`config.mk`:
```
export PLATFORM = sky130hd
export DESIGN_NAME = button_event_ctrl
export DESIGN_NICKNAME = d
export VERILOG_FILES = /design/src/rtl/button_event_ctrl.sv
export SDC_FILE = /design/constraint.sdc
export NUM_CORES = 1
export LEC_CHECK = 0
export ABC_AREA = 1
export BUFFER_PORTS_ARGS = -buffer_cell sky130_fd_sc_hd__buf_2
export CAP_MARGIN = 20
export CORE_MARGIN = 2
export CORE_UTILIZATION = 61
export DETAILED_ROUTE_END_ITERATION = 8
export GPL_TIMING_DRIVEN = 0
export PLACE_DENSITY = 0.85
export SETUP_SLACK_MARGIN = 0.2
export SYNTH_ARGS = -nofsm -noshare
export SYNTH_HDL_FRONTEND = slang
export SYNTH_SLANG_ARGS = --single-unit
```
`constraint.sdc`:
```
create_clock -name clk -period 4 [get_ports clk]
set_clock_uncertainty 0.05 [all_clocks]
set_input_delay 0.8 -clock clk [delete_from_list [all_inputs] [get_ports clk]]
set_output_delay 0.8 -clock clk [all_outputs]
set_load 0.005 [all_outputs]
```
`src/rtl/button_event_ctrl.sv`:
```
// -----------------------------------------------------------------------------
// button_event_ctrl
//
// Per-channel button event generator. Consumes debounced, clk-synchronous
// button levels and produces single-cycle strobes for press, release, click
// (release before the long-press threshold), long-press and auto-repeat,
// plus a registered "held" level.
//
// Parameters
//   CH            number of independent channels
//   LONG_CYCLES   cycles a press must persist before long_press (>= 2)
//   REPEAT_CYCLES auto-repeat period while held; 0 disables repeat
//
// Ports
//   clk        system clock, rising edge
//   rst_n      asynchronous active-low reset
//   btn        [CH] debounced levels, 1 = pressed
//   press      [CH] strobe on press
//   release_o  [CH] strobe on every release
//   click      [CH] strobe on release before the long-press threshold
//   long_press [CH] strobe when the long-press threshold is reached
//   repeat_o   [CH] strobe at each auto-repeat tick
//   held       [CH] level, high while the channel is in HELD
// -----------------------------------------------------------------------------
module button_event_ctrl #(
  parameter int CH            = 2,
  parameter int LONG_CYCLES   = 50_000_000,
  parameter int REPEAT_CYCLES = 10_000_000
) (
  input  logic          clk,
  input  logic          rst_n,
  input  logic [CH-1:0] btn,
  output logic [CH-1:0] press,
  output logic [CH-1:0] release_o,
  output logic [CH-1:0] click,
  output logic [CH-1:0] long_press,
  output logic [CH-1:0] repeat_o,
  output logic [CH-1:0] held
);

  localparam int MAX_CYCLES = (LONG_CYCLES > REPEAT_CYCLES) ? LONG_CYCLES : REPEAT_CYCLES;
  localparam int CW         = $clog2(MAX_CYCLES + 1);

  // Terminal counts; the repeat one is unused when repeat is disabled.
  localparam logic [CW-1:0] LONG_LAST   = CW'(LONG_CYCLES - 1);
  localparam logic [CW-1:0] REPEAT_LAST = CW'((REPEAT_CYCLES == 0) ? 0 : REPEAT_CYCLES - 1);
  localparam bit            REPEAT_EN   = (REPEAT_CYCLES != 0);

  typedef enum logic [1:0] {
    IDLE    = 2'd0,
    PRESSED = 2'd1,
    HELD    = 2'd2
  } state_t;

  genvar gi;
  generate
    for (gi = 0; gi < CH; gi++) begin : g_ch
      state_t        state_reg, state_next;
      logic [CW-1:0] cnt_reg, cnt_next;
      logic          press_reg, press_next;
      logic          release_reg, release_next;
      logic          click_reg, click_next;
      logic          long_reg, long_next;
      logic          repeat_reg, repeat_next;
      logic          held_reg, held_next;

      always_comb begin
        state_next   = state_reg;
        cnt_next     = cnt_reg;
        press_next   = 1'b0;
        release_next = 1'b0;
        click_next   = 1'b0;
        long_next    = 1'b0;
        repeat_next  = 1'b0;

        unique case (state_reg)
          IDLE: begin
            if (btn[gi]) begin
              state_next = PRESSED;
              press_next = 1'b1;
              cnt_next   = '0;
            end
          end
          PRESSED: begin
            // Release wins over the threshold on the same edge.
            if (!btn[gi]) begin
              state_next   = IDLE;
              release_next = 1'b1;
              click_next   = 1'b1;
              cnt_next     = '0;
            end else if (cnt_reg == LONG_LAST) begin
              state_next = HELD;
              long_next  = 1'b1;
              cnt_next   = '0;
            end else begin
              cnt_next = cnt_reg + CW'(1);
            end
          end
          HELD: begin
            if (!btn[gi]) begin
              state_next   = IDLE;
              release_next = 1'b1;
              cnt_next     = '0;
            end else if (REPEAT_EN) begin
              if (cnt_reg == REPEAT_LAST) begin
                repeat_next = 1'b1;
                cnt_next    = '0;
              end else begin
                cnt_next = cnt_reg + CW'(1);
              end
            end else begin
              cnt_next = '0;
            end
          end
          default: begin
            state_next = IDLE;
            cnt_next   = '0;
          end
        endcase

        // held is registered alongside the state, so it tracks HELD exactly.
        held_next = (state_next == HELD);
      end

      always_ff @(posedge clk or negedge rst_n) begin
        if (!rst_n) begin
          state_reg   <= IDLE;
          cnt_reg     <= '0;
          press_reg   <= 1'b0;
          release_reg <= 1'b0;
          click_reg   <= 1'b0;
          long_reg    <= 1'b0;
          repeat_reg  <= 1'b0;
          held_reg    <= 1'b0;
        end else begin
          state_reg   <= state_next;
          cnt_reg     <= cnt_next;
          press_reg   <= press_next;
          release_reg <= release_next;
          click_reg   <= click_next;
          long_reg    <= long_next;
          repeat_reg  <= repeat_next;
          held_reg    <= held_next;
        end
      end

      assign press[gi]      = press_reg;
      assign release_o[gi]  = release_reg;
      assign click[gi]      = click_reg;
      assign long_press[gi] = long_reg;
      assign repeat_o[gi]   = repeat_reg;
      assign held[gi]       = held_reg;
    end
  endgenerate

endmodule

```
# Word level (Yosys, flattened, before mapping)
# Index checks and enable logic that the tools add are counted.
# op_classes
n_eq_ne	12
mux	44
reduce_logical	4
addsub	2
# ops
cell	count
two-way mux 26 bit	10
case mux 26 bit (3 select lines)	2
adder 26 x 1 -> 26 bit, second input constant	2
== test 26 x 24 -> 1 bit, second input constant	2
== test 26 bit, second input constant	2
two-way mux 1 bit	22
two-way mux 2 bit	8
case mux 2 bit (3 select lines)	2
== test 2 bit, second input constant	4
== test 2 x 1 -> 1 bit, second input constant	2
logical NOT 2 bit	2
inequality test 2 bit, second input constant	2
OR reduction 2 bit	2
# word_totals
wordCells	78
out_inout_bits	12
register_bits	68
inputBits	4

# Longest topological paths before layout
# Gate-level depths: netlist of run 1.
# logic_depth
depth_word	5
depth_mapped	12

# Worst setup path before layout of run 1
# OpenSTA, ideal clock, no wires.
# synth_timing
kind	in2reg
start	input btn[0]
end	register g_ch[0].cnt_reg[10]
setup_time_ns	0.123
arrival_ns	1.586
slack_ns	2.241
required_ns	3.827
path_stages	7
path_cell_list	clkbuf_1 inv_1 nand2_1 inv_1 clkbuf_1 nand2_1 o21ai_2
# synth_between
elab_chain_cells	2
word_cells_on_any_way	4
# synth_rtl
element	line_no	text
from (decl)	32	input logic [CH-1:0] btn,
two-way mux 26 bit (on tied branches)	100, 86	
case mux 26 bit (3 select lines)	76	unique case (state_reg)
to (signal assigned)	137	cnt_reg <= cnt_next;
to (decl)	59	logic [CW-1:0] cnt_reg, cnt_next;
# Parallel ways exist; a longest one is shown, timed or not.
# A chain may end at the register's enable or synchronous reset.

# Final worst setup path of run 1
# layout_timing
start	register g_ch[1].state_reg[0]
end	register g_ch[1].cnt_reg[23]
# layout_between
elab_chain_cells	2
word_cells_on_any_way	5
# layout_rtl
element	line_no	text
from (decl)	58	state_t state_reg, state_next;
from (signal assigned)	136	state_reg <= state_next;
== test 2 bit (tied with other cells)	76	
case mux 26 bit (3 select lines) or inequality test 2 bit (tied branches)	-	
to (signal assigned)	137	
to (decl)	59	
# Parallel ways exist; a longest one is shown, timed or not.

==> impl_metrics.xml, run 1 <==
<?xml version="1.0" encoding="UTF-8"?>
<metrics>
  <group name="critical_path">
    <metric name="max_stage_delay_cell_worst_path" unit="">sky130_fd_sc_hd__dfrtp_1</metric>
    <metric name="largest_fanout_on_the_critical_path" unit="">10</metric>
    <metric name="cp.depth" unit="">8</metric>
    <metric name="worst_r2r_path_depth" unit="">8</metric>
    <metric name="worst_path_largest_cell_delay" unit="ns">0.41</metric>
    <metric name="worstSetupEndpointType" unit="">flop</metric>
    <metric name="timing.critical_path.cells" unit="">inv_1 -&gt; ha_1 -&gt; inv_1 -&gt; nor2_1 -&gt; buf_2 -&gt; buf_2 -&gt; nand2_1 -&gt; o21ai_2</metric>
    <metric name="cp_num_buf_inv" unit="">4</metric>
    <metric name="worstSetupStartpoint" unit="">g_ch[1].state_reg[0]</metric>
    <metric name="critPathRequiredTime" unit="ns">4.22</metric>
    <metric name="r2r_setup_slack" unit="ns">1.98</metric>
    <metric name="critPathLaunchType" unit="">flop</metric>
    <metric name="critical_path_arrival" unit="ns">2.24</metric>
    <metric name="critPathKind" unit="">flop to flop</metric>
    <metric name="critPathTopFamily" unit="">buffers and inverters</metric>
    <metric name="rr_endpoint" unit="">g_ch[1].cnt_reg[23]</metric>
    <metric name="critPathCapture" unit="">g_ch[1].cnt_reg[23]</metric>
    <metric name="rr_startpoint" unit="">g_ch[1].state_reg[0]</metric>
  </group>
  <group name="sta">
    <metric name="timing.final.max_slew_violations" unit="">0</metric>
    <metric name="max_freq" unit="MHz">495</metric>
    <metric name="max_slew_margin" unit="">0.435</metric>
    <metric name="layout_worst_path_cycle_share" unit="">0.505</metric>
    <metric name="final_setup_violation_count" unit="">0</metric>
    <metric name="hold_viol" unit="">0</metric>
    <metric name="tightestPinTransition" unit="ns">0.848</metric>
    <metric name="setup_tns" unit="ns">0</metric>
    <metric name="min_clock_period_post_route" unit="ns">2.02</metric>
    <metric name="rsz0062_at_grt" unit="">no</metric>
  </group>
  <group name="clock_tree">
    <metric name="clock_sink_count" unit="">68</metric>
    <metric name="cts.hold.buffers_added" unit="">0</metric>
    <metric name="cts_buffers" unit="">9</metric>
    <metric name="max-clock-path-buffers" unit="">2</metric>
    <metric name="cts_setup_buffers" unit="">0</metric>
    <metric name="cts.clk_slew.worst_paths" unit="ns">0.08</metric>
    <metric name="ctsHtreeMaxLevel" unit="">3</metric>
    <metric name="postCtsResizedCells" unit="">0</metric>
    <metric name="cts-root-buf" unit="">sky130_fd_sc_hd__clkbuf_8</metric>
    <metric name="clk-insertion-delay-late" unit="ns">0.35</metric>
    <metric name="tritoncts_clock_tree" unit="">built</metric>
  </group>
  <group name="floorplan">
    <metric name="floorplan.initialDensity" unit="">0.627</metric>
    <metric name="floorplan.core_area" unit="sq mm">0.00721</metric>
    <metric name="rows" unit="">31</metric>
    <metric name="floorplan.die.width" unit="um">90.1</metric>
    <metric name="num_io_pins" unit="">16</metric>
    <metric name="die_y" unit="um">90.1</metric>
    <metric name="dieArea" unit="sq mm">0.00812</metric>
  </group>
  <group name="global_route">
    <metric name="vias_in_the_first_global_route" unit="">3817</metric>
    <metric name="overall_track_demand_over_capacity_in_global_routing" unit="">0.261</metric>
    <metric name="grt_pass1_wl" unit="um">17300</metric>
    <metric name="largest_net_degree_at_the_start_of_global_routing" unit="">69</metric>
    <metric name="number_of_antenna_violations_at_the_first_check_in_global_routing" unit="">0</metric>
    <metric name="global_route.overflow_total" unit="">0</metric>
  </group>
  <group name="detailed_routing">
    <metric name="drtPass1Iterations" unit="">5</metric>
    <metric name="viasPerCell" unit="">5.30</metric>
    <metric name="post_drt_wl_per_cell" unit="um">13.6</metric>
    <metric name="detailed_router_s_first_iteration_violation_count" unit="">245</metric>
    <metric name="post-route-drc-count" unit="">0</metric>
    <metric name="ant_nets" unit="">0</metric>
    <metric name="wl" unit="um">9830</metric>
    <metric name="via_total_after_detailed_routing" unit="">3839</metric>
  </group>
  <group name="synthesis">
    <metric name="ys_async_sr_fraction" unit="">1.00</metric>
    <metric name="synth.mux.area_fraction" unit="">0</metric>
    <metric name="dominant_combinational_cell_family_by_area_after_synthesis" unit="">simple AND/OR/NAND/NOR gates</metric>
    <metric name="yosysWarnings" unit="">0</metric>
    <metric name="synth_simple_gate_area_share" unit="">0.338</metric>
    <metric name="synth_area" unit="sq mm">0.00452</metric>
    <metric name="postSynthRegisterBits" unit="">68</metric>
    <metric name="mappedNetlistNets" unit="">611</metric>
    <metric name="post_synth.cell_area_avg" unit="sq um">7.57</metric>
    <metric name="yosys.area_share.xor_xnor" unit="">0.0581</metric>
    <metric name="dominantRegCellSynth" unit="">sky130_fd_sc_hd__dfrtp_1</metric>
    <metric name="synth-seq-area-share" unit="">0.376</metric>
    <metric name="netlist-cell-type-count" unit="">37</metric>
    <metric name="synthCells" unit="">597</metric>
    <metric name="synth_edf_count" unit="">0</metric>
    <metric name="arithmetic_cell_share_of_the_synthesized_area_counting_full_adders_half_adders_and_majority_gates" unit="">0.0277</metric>
    <metric name="synth-compound-area-share" unit="">0.0974</metric>
  </group>
  <group name="power">
    <metric name="static-leakage-power" unit="nW">2.24</metric>
    <metric name="power.ir.vdd_worst" unit="uV">201</metric>
    <metric name="p_total" unit="mW">1.68</metric>
    <metric name="power_density" unit="mW/mm^2">343</metric>
  </group>
  <group name="finish">
    <metric name="drive_gt1_frac" unit="">0.190</metric>
    <metric name="number_of_flip_flops_in_the_largest_register" unit="">52</metric>
    <metric name="layout.cells.most_common" unit="">sky130_fd_sc_hd__nand2_1</metric>
    <metric name="antenna-diode-count" unit="">0</metric>
    <metric name="finalNonFillerCells" unit="">725</metric>
    <metric name="highest_count_cells_in_the_layout_ignoring_fill_and_taps" unit="">157 x sky130_fd_sc_hd__nand2_1, 70 x sky130_fd_sc_hd__inv_1, 68 x sky130_fd_sc_hd__nor2_1, 68 x sky130_fd_sc_hd__dfrtp_1, 37 x sky130_fd_sc_hd__nand3_1</metric>
    <metric name="nets" unit="">636</metric>
    <metric name="postLayoutCellArea" unit="sq mm">0.00489</metric>
    <metric name="final_core_density" unit="">0.678</metric>
    <metric name="layout-area-overhead-vs-synth" unit="%">8.25</metric>
  </group>
  <group name="worst_hold_path">
    <metric name="worstHoldPathType" unit="">flop to flop</metric>
  </group>
  <group name="outcome">
    <metric name="status" unit="">completed</metric>
  </group>
  <group name="flow_run">
    <metric name="maxcap_viol_count" unit="">0</metric>
  </group>
  <group name="placed_design">
    <metric name="placed_cell_area" unit="sq mm">0.00472</metric>
    <metric name="io_buffer_count" unit="">14</metric>
    <metric name="placed_cells_incl_taps" unit="">710</metric>
    <metric name="dp_hpwl" unit="um">7260</metric>
    <metric name="replace_congestion" unit="">0.977</metric>
  </group>
</metrics>
-- cells by family after synthesis --
| kind of cell | after synthesis |
|---|---|
| flip-flops | 68 |
| AND/OR/NAND/NOR | 331 |
| XOR/XNOR | 30 |
| adder cells (fa/ha/maj) | 10 |
| buffers and inverters | 96 |
| AO/OA/AOI/OAI | 62 |
-- final cells by class --
| cell class | count | area (sq um) |
|---|---|---|
| fillers | 632 | 2320 |
| multi-input cells | 433 | 2360 |
| inverters | 71 | 267 |
| flip-flops and latches | 68 | 1700 |
| clock inverters | 4 | 25.0 |
| well taps | 99 | 124 |
| repair buffers | 14 | 72.6 |
| plain buffers | 25 | 196 |
| clock buffers | 11 | 151 |
-- layer usage --
metal  global-route usage  routed length, um  vias to the layer above
met5                    0                  0                        -
met4               0.0987                235                        0
met3               0.0629                466                       23
met2                0.446               5020                       98
met1                0.320               4110                     1792
li1                     -                  -                     1926
-- cell usage after synthesis (2+ instances only) --
cell                       instances  area [sq um]
sky130_fd_sc_hd__xor2_1           23           201
sky130_fd_sc_hd__xnor2_1           7          61.3
sky130_fd_sc_hd__o21ai_1           3          15.0
sky130_fd_sc_hd__buf_12            3          60.1
sky130_fd_sc_hd__a31oi_1           3          18.8
sky130_fd_sc_hd__a21oi_1           3          15.0
sky130_fd_sc_hd__clkbuf_1          3          11.3
sky130_fd_sc_hd__dfrtp_1          68          1700
sky130_fd_sc_hd__nand2_1         157           589
sky130_fd_sc_hd__nand4_1          18           113
sky130_fd_sc_hd__o21bai_1          3          22.5
sky130_fd_sc_hd__buf_4            12          90.1
sky130_fd_sc_hd__o21ai_0          17          85.1
sky130_fd_sc_hd__nand2_2          14          87.6
sky130_fd_sc_hd__nor2_2            7          43.8
sky130_fd_sc_hd__nor3_1            9          45.0
sky130_fd_sc_hd__nand3_1          37           185
sky130_fd_sc_hd__and2_1            2          12.5
sky130_fd_sc_hd__nand2_4           3          33.8
sky130_fd_sc_hd__buf_2             6          30.0
sky130_fd_sc_hd__nor2_4            7          78.8
sky130_fd_sc_hd__inv_1            70           263
sky130_fd_sc_hd__ha_1             10           125
sky130_fd_sc_hd__a21oi_2           7          61.3
sky130_fd_sc_hd__o21ai_2          23           201
sky130_fd_sc_hd__nor2_1           68           255
sky130_fd_sc_hd__o22ai_1           2          12.5
sky130_fd_sc_hd__nand3_2           3          30.0
-- stage by stage --
step	setup slack (ns)	hold WS [ns]
floorplan	2.24	0.425
global placement	1.77	0.450
detailed placement	1.81	0.462
CTS	2.01	0.483
global route	1.78	0.533
finish	1.98	0.484
-- how the worst min path moves through the flow --
stage,startpoint,endpoint,slack (ns),cells past startpoint
after floorplan,g_ch[1].cnt_reg[1],g_ch[1].cnt_reg[1],0.43,2
after global placement,g_ch[1].cnt_reg[1],g_ch[1].cnt_reg[1],0.45,2
after detailed placement,g_ch[1].cnt_reg[1],g_ch[1].cnt_reg[1],0.46,2
after CTS,g_ch[1].cnt_reg[1],g_ch[1].cnt_reg[1],0.48,2
after global routing,g_ch[1].cnt_reg[25],g_ch[1].cnt_reg[25],0.53,2
final,g_ch[1].cnt_reg[1],g_ch[1].cnt_reg[1],0.48,2
-- worst reg2reg max path, delay by kind of cell, from the launching register on --
family	cells	cell delay (ns)
buffers and inverters	4	0.77
AND/OR/NAND/NOR	2	0.46
flip-flops	1	0.41
adder cells (fa/ha/maj)	1	0.19
AO/OA/AOI/OAI	1	0.06
-- where the power goes --
part | internal (mW) | switching, mW | total [mW] | leakage, nW
clock network | 0.253 | 0.264 | 0.517 | 0.0872
logic | 0.142 | 0.271 | 0.413 | 1.22
registers | 0.723 | 0.0268 | 0.750 | 0.939
Note: power is estimated with default switching activity, not from simulation.
==> run 2: changes to the inputs <==
==> constraint.sdc (replaced) <==
create_clock -name clk -period 2 [get_ports clk]
set_clock_uncertainty 0.05 [all_clocks]
set_input_delay 0.4 -clock clk [delete_from_list [all_inputs] [get_ports clk]]
set_output_delay 0.4 -clock clk [all_outputs]
set_load 0.005 [all_outputs]
==> run 2 against run 1 <==
  * Clock-buffer cell count stayed put
  * Final area is 6.3% higher
  * Total power increased by 110%
  * Maximum frequency up 11%
  * Sequential share of layout area is 1.9 points lower
  * Core utilization rose by 4.3 points
  * Final cell count grew 2.5%
  * Routed wire length up 10%
  * Combinational power increased to 2.6 times the previous value
  * Critical path type unchanged
  * Highest routed layer unchanged
==> impl_metrics.xml, run 2 (synthesized netlist as in run 1, its figures left out) <==
<?xml version="1.0" encoding="UTF-8"?>
<metrics>
  <group name="finish">
    <metric name="layout-area-overhead-vs-synth" unit="%">15.1</metric>
    <metric name="filler_cell_count" unit="">552</metric>
    <metric name="highest_count_cells_in_the_layout_ignoring_fill_and_taps" unit="">155 x sky130_fd_sc_hd__nand2_1, 66 x sky130_fd_sc_hd__inv_1, 64 x sky130_fd_sc_hd__nor2_1</metric>
    <metric name="layout.cells.most_common" unit="">sky130_fd_sc_hd__nand2_1</metric>
    <metric name="antenna-diode-count" unit="">0</metric>
    <metric name="number_of_flip_flops_in_the_largest_register" unit="">52</metric>
    <metric name="final_core_density" unit="">0.721</metric>
    <metric name="nets" unit="">654</metric>
    <metric name="drive_gt1_frac" unit="">0.250</metric>
  </group>
  <group name="critical_path">
    <metric name="timing.critical_path.cells" unit="">clkbuf_2 -&gt; nor2_2 -&gt; nand3_1 -&gt; nor2_1 -&gt; nand3_2 -&gt; nand2_4 -&gt; nand2_8 -&gt; nand2_8 -&gt; clkbuf_16 -&gt; o21ai_2</metric>
    <metric name="rr_endpoint" unit="">g_ch[0].cnt_reg[2]</metric>
    <metric name="rr_startpoint" unit="">g_ch[0].cnt_reg[11]</metric>
    <metric name="timing.critical_path.mode_cell" unit="">sky130_fd_sc_hd__nand2_8</metric>
    <metric name="worst_r2r_path_depth" unit="">10</metric>
    <metric name="critPathLaunchType" unit="">flop</metric>
    <metric name="worst_path_largest_cell_delay" unit="ns">0.37</metric>
    <metric name="largest_fanout_on_the_critical_path" unit="">8</metric>
    <metric name="worstSetupEndpointType" unit="">flop</metric>
    <metric name="r2r_setup_slack" unit="ns">0.18</metric>
    <metric name="critical_path_arrival" unit="ns">2.01</metric>
    <metric name="max_stage_delay_cell_worst_path" unit="">sky130_fd_sc_hd__dfrtp_1</metric>
    <metric name="critPathKind" unit="">flop to flop</metric>
    <metric name="critPathRequiredTime" unit="ns">2.19</metric>
    <metric name="worstSetupStartpoint" unit="">g_ch[0].cnt_reg[11]</metric>
  </group>
  <group name="power">
    <metric name="p_total" unit="mW">3.61</metric>
    <metric name="power.ir.vdd_worst" unit="uV">457</metric>
    <metric name="static-leakage-power" unit="nW">2.39</metric>
    <metric name="power_density" unit="mW/mm^2">694</metric>
  </group>
  <group name="clock_tree">
    <metric name="max-clock-path-buffers" unit="">2</metric>
    <metric name="ctsHtreeMaxLevel" unit="">3</metric>
    <metric name="cts_buffers" unit="">9</metric>
    <metric name="cts.hold.buffers_added" unit="">0</metric>
    <metric name="tritoncts_clock_tree" unit="">built</metric>
    <metric name="clock_sink_count" unit="">68</metric>
    <metric name="cts-root-buf" unit="">sky130_fd_sc_hd__clkbuf_8</metric>
    <metric name="cts.clk_slew.worst_paths" unit="ns">0.08</metric>
    <metric name="clk-insertion-delay-late" unit="ns">0.36</metric>
  </group>
  <group name="sta">
    <metric name="layout_worst_path_cycle_share" unit="">0.909</metric>
    <metric name="max_freq" unit="MHz">550</metric>
    <metric name="final_setup_violation_count" unit="">0</metric>
    <metric name="setup_tns" unit="ns">0</metric>
    <metric name="rsz0062_at_grt" unit="">yes</metric>
    <metric name="tightestPinTransition" unit="ns">0.851</metric>
    <metric name="max_slew_margin" unit="">0.433</metric>
    <metric name="hold_viol" unit="">0</metric>
    <metric name="min_clock_period_post_route" unit="ns">1.82</metric>
    <metric name="timing.final.max_slew_violations" unit="">0</metric>
  </group>
  <group name="detailed_routing">
    <metric name="post-route-drc-count" unit="">0</metric>
    <metric name="wl" unit="um">10900</metric>
    <metric name="ant_nets" unit="">0</metric>
    <metric name="via_total_after_detailed_routing" unit="">4066</metric>
    <metric name="post_drt_wl_per_cell" unit="um">14.6</metric>
    <metric name="detailed_router_s_first_iteration_violation_count" unit="">325</metric>
    <metric name="drtPass1Iterations" unit="">5</metric>
    <metric name="viasPerCell" unit="">5.47</metric>
  </group>
  <group name="outcome">
    <metric name="status" unit="">completed</metric>
  </group>
  <group name="placed_design">
    <metric name="replace_congestion" unit="">0.977</metric>
    <metric name="io_buffer_count" unit="">14</metric>
    <metric name="dp_hpwl" unit="um">7260</metric>
  </group>
  <group name="floorplan">
    <metric name="floorplan.initialDensity" unit="">0.627</metric>
    <metric name="dieArea" unit="sq mm">0.00812</metric>
    <metric name="rows" unit="">31</metric>
    <metric name="floorplan.core_area" unit="sq mm">0.00721</metric>
    <metric name="floorplan.die.width" unit="um">90.1</metric>
    <metric name="die_y" unit="um">90.1</metric>
    <metric name="num_io_pins" unit="">16</metric>
  </group>
  <group name="global_route">
    <metric name="largest_net_degree_at_the_start_of_global_routing" unit="">69</metric>
    <metric name="number_of_antenna_violations_at_the_first_check_in_global_routing" unit="">0</metric>
    <metric name="grt_pass1_wl" unit="um">17600</metric>
    <metric name="vias_in_the_first_global_route" unit="">3848</metric>
    <metric name="overall_track_demand_over_capacity_in_global_routing" unit="">0.266</metric>
    <metric name="global_route.overflow_total" unit="">0</metric>
  </group>
  <group name="worst_hold_path">
    <metric name="worstHoldPathType" unit="">primary input to async pin</metric>
  </group>
  <group name="flow_run">
    <metric name="maxcap_viol_count" unit="">0</metric>
  </group>
</metrics>
==> run 2: cell types whose count changed in the layout (fill, tap and decap cells not counted), sizes merged <==
cell | previous run | this run
clkinvlp | 2 | 3
inv | 71 | 70
buf | 35 | 50
nand2 | 175 | 176
clkbuf | 15 | 17
==> run 2: power by group <==
part / total, mW / internal (mW) / switching, mW
combinational: 1.08 / 0.429 / 0.649
clock: 1.04 / 0.506 / 0.530
sequential: 1.50 / 1.45 / 0.0491
total: 3.61 / 2.38 / 1.23
==> run 2: repair_timing <==
item,CTS,global route
cloned,0,2
buffers inserted,6,10
gates resized for setup,10,37
setup endpoints to repair,47,53
pin swaps,3,13
==> run 2: layout make-up <==
| class | instances | area, sq um | area share |
|---|---|---|---|
| Sequential cell | 68 | 1710 | 0.328 |
| Clock inverter | 4 | 25.0 | 0.00481 |
| Timing Repair Buffer | 31 | 218 | 0.0418 |
| Clock buffer | 11 | 151 | 0.0291 |
| Multi-Input combinational cell | 434 | 2490 | 0.479 |
| Inverter | 71 | 270 | 0.0519 |
| Buffer | 25 | 215 | 0.0414 |
| Tap cell | 99 | 124 | 0.0238 |
==> run 2: per-layer routing <==
layer | up-vias | track usage | part of all wire
met4 | 0 | 0.0987 | 0.028
met2 | 149 | 0.457 | 0.52
met3 | 29 | 0.0637 | 0.055
met5 | - | 0 | 0
met1 | 1918 | 0.327 | 0.39
li1 | 1970 | - | -
==> run 2: critical path, delay by kind of cell (launching register included) <==
kind | cells | cell delay [ns]
AND/OR/NAND/NOR | 7 | 0.88
flip-flops | 1 | 0.37
buffers and inverters | 2 | 0.35
AO/OA/AOI/OAI | 1 | 0.05
==> run 2: metrics by stage <==
stage	hold slack [ns]	worst slack, ns	instance area, sq um	std cells
after floorplan	0.0544	0.347	4520	597
after global placement	0.450	0.0875	4720	710
after detailed placement	0.462	0.0306	4720	710
after CTS	0.131	0.202	4970	731
after global routing	0.161	0.102	5200	743
final	0.0938	0.182	5200	743
==> run 2: how the worst max path moves through the flow <==
stage,cells after the start,to
after floorplan,11,g_ch[0].cnt_reg[10]
after global placement,8,g_ch[1].cnt_reg[24]
after detailed placement,8,g_ch[1].cnt_reg[23]
after CTS,11,g_ch[0].cnt_reg[6]
after global routing,10,g_ch[0].cnt_reg[20]
final,10,g_ch[0].cnt_reg[2]
==> run 3: changes to the inputs <==
--- a/config.mk
+++ b/config.mk
@@ -12,7 +12,8 @@
 export CORE_UTILIZATION = 61
 export DETAILED_ROUTE_END_ITERATION = 8
 export GPL_TIMING_DRIVEN = 0
-export PLACE_DENSITY = 0.85
+export MAX_ROUTING_LAYER = met4
+export PLACE_DENSITY = 0.79
 export SETUP_SLACK_MARGIN = 0.2
 export SYNTH_ARGS = -nofsm -noshare
 export SYNTH_HDL_FRONTEND = slang
==> run 3 against run 2 <==
  * Combinational power decreased by 6%
  * Register-to-register slack improved by 0.07 ns
  * Non-clock buffer count decreased by 2
  * Global-route usage increased by 1.4 points
  * Die area unchanged
  * Critical path type unchanged
==> impl_metrics.xml, run 3 (synthesized netlist as in run 1, its figures left out) <==
<?xml version="1.0" encoding="UTF-8"?>
<metrics>
  <group name="outcome">
    <metric name="status" unit="">completed</metric>
  </group>
  <group name="detailed_routing">
    <metric name="post_drt_wl_per_cell" unit="um">14.0</metric>
    <metric name="post-route-drc-count" unit="">0</metric>
    <metric name="wl" unit="um">10400</metric>
    <metric name="detailed_router_s_first_iteration_violation_count" unit="">167</metric>
    <metric name="ant_nets" unit="">0</metric>
    <metric name="via_total_after_detailed_routing" unit="">3927</metric>
    <metric name="drtPass1Iterations" unit="">5</metric>
    <metric name="viasPerCell" unit="">5.29</metric>
  </group>
  <group name="clock_tree">
    <metric name="clk-insertion-delay-late" unit="ns">0.35</metric>
    <metric name="max-clock-path-buffers" unit="">2</metric>
    <metric name="cts.hold.buffers_added" unit="">0</metric>
    <metric name="cts-root-buf" unit="">sky130_fd_sc_hd__clkbuf_8</metric>
    <metric name="clock_sink_count" unit="">68</metric>
    <metric name="cts.clk_slew.worst_paths" unit="ns">0.07</metric>
    <metric name="cts_buffers" unit="">9</metric>
    <metric name="ctsHtreeMaxLevel" unit="">3</metric>
    <metric name="tritoncts_clock_tree" unit="">built</metric>
  </group>
  <group name="critical_path">
    <metric name="cp_num_buf_inv" unit="">1</metric>
    <metric name="critPathRequiredTime" unit="ns">2.19</metric>
    <metric name="critPathLaunchType" unit="">flop</metric>
    <metric name="timing.critical_path.cells" unit="">ha_4 -&gt; nand2_4 -&gt; nor2_4 -&gt; nand2_2 -&gt; nor2_4 -&gt; nand3_2 -&gt; nand2_4 -&gt; nand2_8 -&gt; nand2_8 -&gt; clkbuf_16 -&gt; o21ai_2</metric>
    <metric name="max_stage_delay_cell_worst_path" unit="">sky130_fd_sc_hd__dfrtp_1</metric>
    <metric name="critical_path_arrival" unit="ns">1.94</metric>
    <metric name="critPathTopFamily" unit="">simple AND/OR/NAND/NOR gates</metric>
    <metric name="cp.depth" unit="">11</metric>
    <metric name="largest_fanout_on_the_critical_path" unit="">8</metric>
    <metric name="worst_path_largest_cell_delay" unit="ns">0.40</metric>
    <metric name="critPathKind" unit="">flop to flop</metric>
    <metric name="worstSetupEndpointType" unit="">flop</metric>
    <metric name="worst_r2r_path_depth" unit="">11</metric>
  </group>
  <group name="floorplan">
    <metric name="die_y" unit="um">90.1</metric>
    <metric name="dieArea" unit="sq mm">0.00812</metric>
    <metric name="num_io_pins" unit="">16</metric>
    <metric name="rows" unit="">31</metric>
    <metric name="floorplan.core_area" unit="sq mm">0.00721</metric>
    <metric name="floorplan.initialDensity" unit="">0.627</metric>
    <metric name="floorplan.die.width" unit="um">90.1</metric>
  </group>
  <group name="finish">
    <metric name="layout.cells.most_common" unit="">sky130_fd_sc_hd__nand2_1</metric>
    <metric name="antenna-diode-count" unit="">0</metric>
    <metric name="drive_gt1_frac" unit="">0.250</metric>
    <metric name="layout-area-overhead-vs-synth" unit="%">15.4</metric>
    <metric name="nets" unit="">652</metric>
    <metric name="number_of_flip_flops_in_the_largest_register" unit="">52</metric>
    <metric name="highest_count_cells_in_the_layout_ignoring_fill_and_taps" unit="">153 x sky130_fd_sc_hd__nand2_1, 69 x sky130_fd_sc_hd__inv_1, 62 x sky130_fd_sc_hd__nor2_1, 62 x sky130_fd_sc_hd__dfrtp_1, 33 x sky130_fd_sc_hd__nand3_1</metric>
    <metric name="postLayoutCellArea" unit="sq mm">0.00522</metric>
  </group>
  <group name="global_route">
    <metric name="largest_net_degree_at_the_start_of_global_routing" unit="">69</metric>
    <metric name="overall_track_demand_over_capacity_in_global_routing" unit="">0.280</metric>
    <metric name="global_route.overflow_total" unit="">0</metric>
    <metric name="vias_in_the_first_global_route" unit="">3945</metric>
    <metric name="grt_pass1_wl" unit="um">17900</metric>
    <metric name="number_of_antenna_violations_at_the_first_check_in_global_routing" unit="">0</metric>
  </group>
  <group name="sta">
    <metric name="hold_viol" unit="">0</metric>
    <metric name="tightestPinTransition" unit="ns">0.849</metric>
    <metric name="layout_worst_path_cycle_share" unit="">0.876</metric>
    <metric name="setup_ws" unit="ns">0.248</metric>
    <metric name="worst_hold_margin" unit="ns">0.0979</metric>
    <metric name="timing.final.max_slew_violations" unit="">0</metric>
    <metric name="final_setup_violation_count" unit="">0</metric>
    <metric name="rsz0062_at_grt" unit="">yes</metric>
    <metric name="min_clock_period_post_route" unit="ns">1.75</metric>
    <metric name="max_slew_margin" unit="">0.434</metric>
    <metric name="max_freq" unit="MHz">571</metric>
    <metric name="setup_tns" unit="ns">0</metric>
  </group>
  <group name="placed_design">
    <metric name="io_buffer_count" unit="">14</metric>
    <metric name="dp_worst_setup_slack" unit="ns">0.0554</metric>
    <metric name="placed_cell_area" unit="sq mm">0.00472</metric>
    <metric name="dp_hpwl" unit="um">7190</metric>
    <metric name="replace_congestion" unit="">0.965</metric>
  </group>
  <group name="power">
    <metric name="static-leakage-power" unit="nW">2.39</metric>
    <metric name="internal_power" unit="mW">2.48</metric>
    <metric name="total_switching_power" unit="mW">1.22</metric>
    <metric name="power_density" unit="mW/mm^2">709</metric>
    <metric name="clkPwrFrac" unit="">0.320</metric>
    <metric name="sequentialPowerShare" unit="">0.405</metric>
    <metric name="p_total" unit="mW">3.70</metric>
    <metric name="netSwitchingFraction" unit="">0.330</metric>
    <metric name="power.ir.vdd_worst" unit="uV">540</metric>
    <metric name="power.combinational.fraction" unit="">0.275</metric>
  </group>
  <group name="flow_run">
    <metric name="maxcap_viol_count" unit="">0</metric>
  </group>
  <group name="worst_hold_path">
    <metric name="worstHoldPathType" unit="">primary input to async pin</metric>
  </group>
</metrics>
==> run 3: cell types whose count changed in the layout (fill, tap and decap cells not counted), moves of 2 or more <==
cell | before | now
sky130_fd_sc_hd__inv_2 | 4 | 1
sky130_fd_sc_hd__clkbuf_4 | 1 | 3
sky130_fd_sc_hd__buf_4 | 32 | 28
sky130_fd_sc_hd__inv_1 | 66 | 69
sky130_fd_sc_hd__nand2_2 | 12 | 14
sky130_fd_sc_hd__nor2_2 | 7 | 9
sky130_fd_sc_hd__nor2_1 | 64 | 62
sky130_fd_sc_hd__nand2_1 | 155 | 153
==> run 3: worst register-to-register path: stages (launching register included) <==
cell and delay (ns):
sky130_fd_sc_hd__dfrtp_1 0.40, sky130_fd_sc_hd__ha_4 0.18, sky130_fd_sc_hd__nand2_4 0.07, sky130_fd_sc_hd__nor2_4 0.10, sky130_fd_sc_hd__nand2_2 0.08, sky130_fd_sc_hd__nor2_4 0.15, sky130_fd_sc_hd__nand3_2 0.11, sky130_fd_sc_hd__nand2_4 0.11
sky130_fd_sc_hd__nand2_8 0.09, sky130_fd_sc_hd__nand2_8 0.10, sky130_fd_sc_hd__clkbuf_16 0.16, sky130_fd_sc_hd__o21ai_2 0.05
==> run 3: path summary, 6_finish.rpt <==
check | from | end | slack (ns)
worst max-delay path | g_ch[0].cnt_reg[0] | g_ch[0].cnt_reg[8] | 0.25
max in group asynchronous | rst_n | g_ch[0].cnt_reg[18] | 1.20
worst min-delay path | rst_n | g_ch[1].cnt_reg[6] | 0.1
min in group clk | btn[1] | g_ch[1].click_reg | 0.26
worst max register to register | g_ch[0].cnt_reg[0] | g_ch[0].cnt_reg[8] | 0.25
worst min register to register | g_ch[0].cnt_reg[9] | g_ch[0].cnt_reg[9] | 0.49
==> run 3: power groups by stage <==
| stage | clock [mW] | sequential [mW] | combinational, mW |
|---|---|---|---|
| after floorplan | 0 | 1.51 | 0.607 |
| after global placement | 0 | 1.52 | 0.819 |
| after detailed placement | 0 | 1.53 | 0.842 |
| after CTS | 1.19 | 1.50 | 0.898 |
| after global routing | 1.27 | 1.51 | 1.13 |
| final | 1.18 | 1.50 | 1.02 |
==> run 3: timing repair <==
item / in CTS / in global routing
gates resized for setup: 10 / 36
endpoints found under the setup margin: 36 / 50
setup buffers: 5 / 9
pin swaps: 2 / 17
gates cloned: 0 / 2
==> run 3: through the flow <==
step | util | std cells
floorplan | - | 597
global placement | 0.654 | 710
detailed placement | 0.654 | 710
CTS | 0.693 | 731
global route | 0.724 | 742
finish | 0.724 | 742
==> run 3: layer usage <==
layer / track usage / routed length [um]
met1: 0.331 / 4300
met2: 0.484 / 5420
met3: 0.0436 / 416
met4: 0.108 / 286
met5: - / 0
==> run 3: cell type report <==
| class | count | area (sq um) |
|---|---|---|
| clock inverter | 4 | 47.5 |
| inverter | 71 | 270 |
| tap | 99 | 124 |
| fill | 574 | 1990 |
| timing repair buffer | 29 | 203 |
| buffer | 25 | 215 |
| clock buffer | 12 | 155 |
| multi-input combinational | 434 | 2500 |
| sequential | 68 | 1710 |
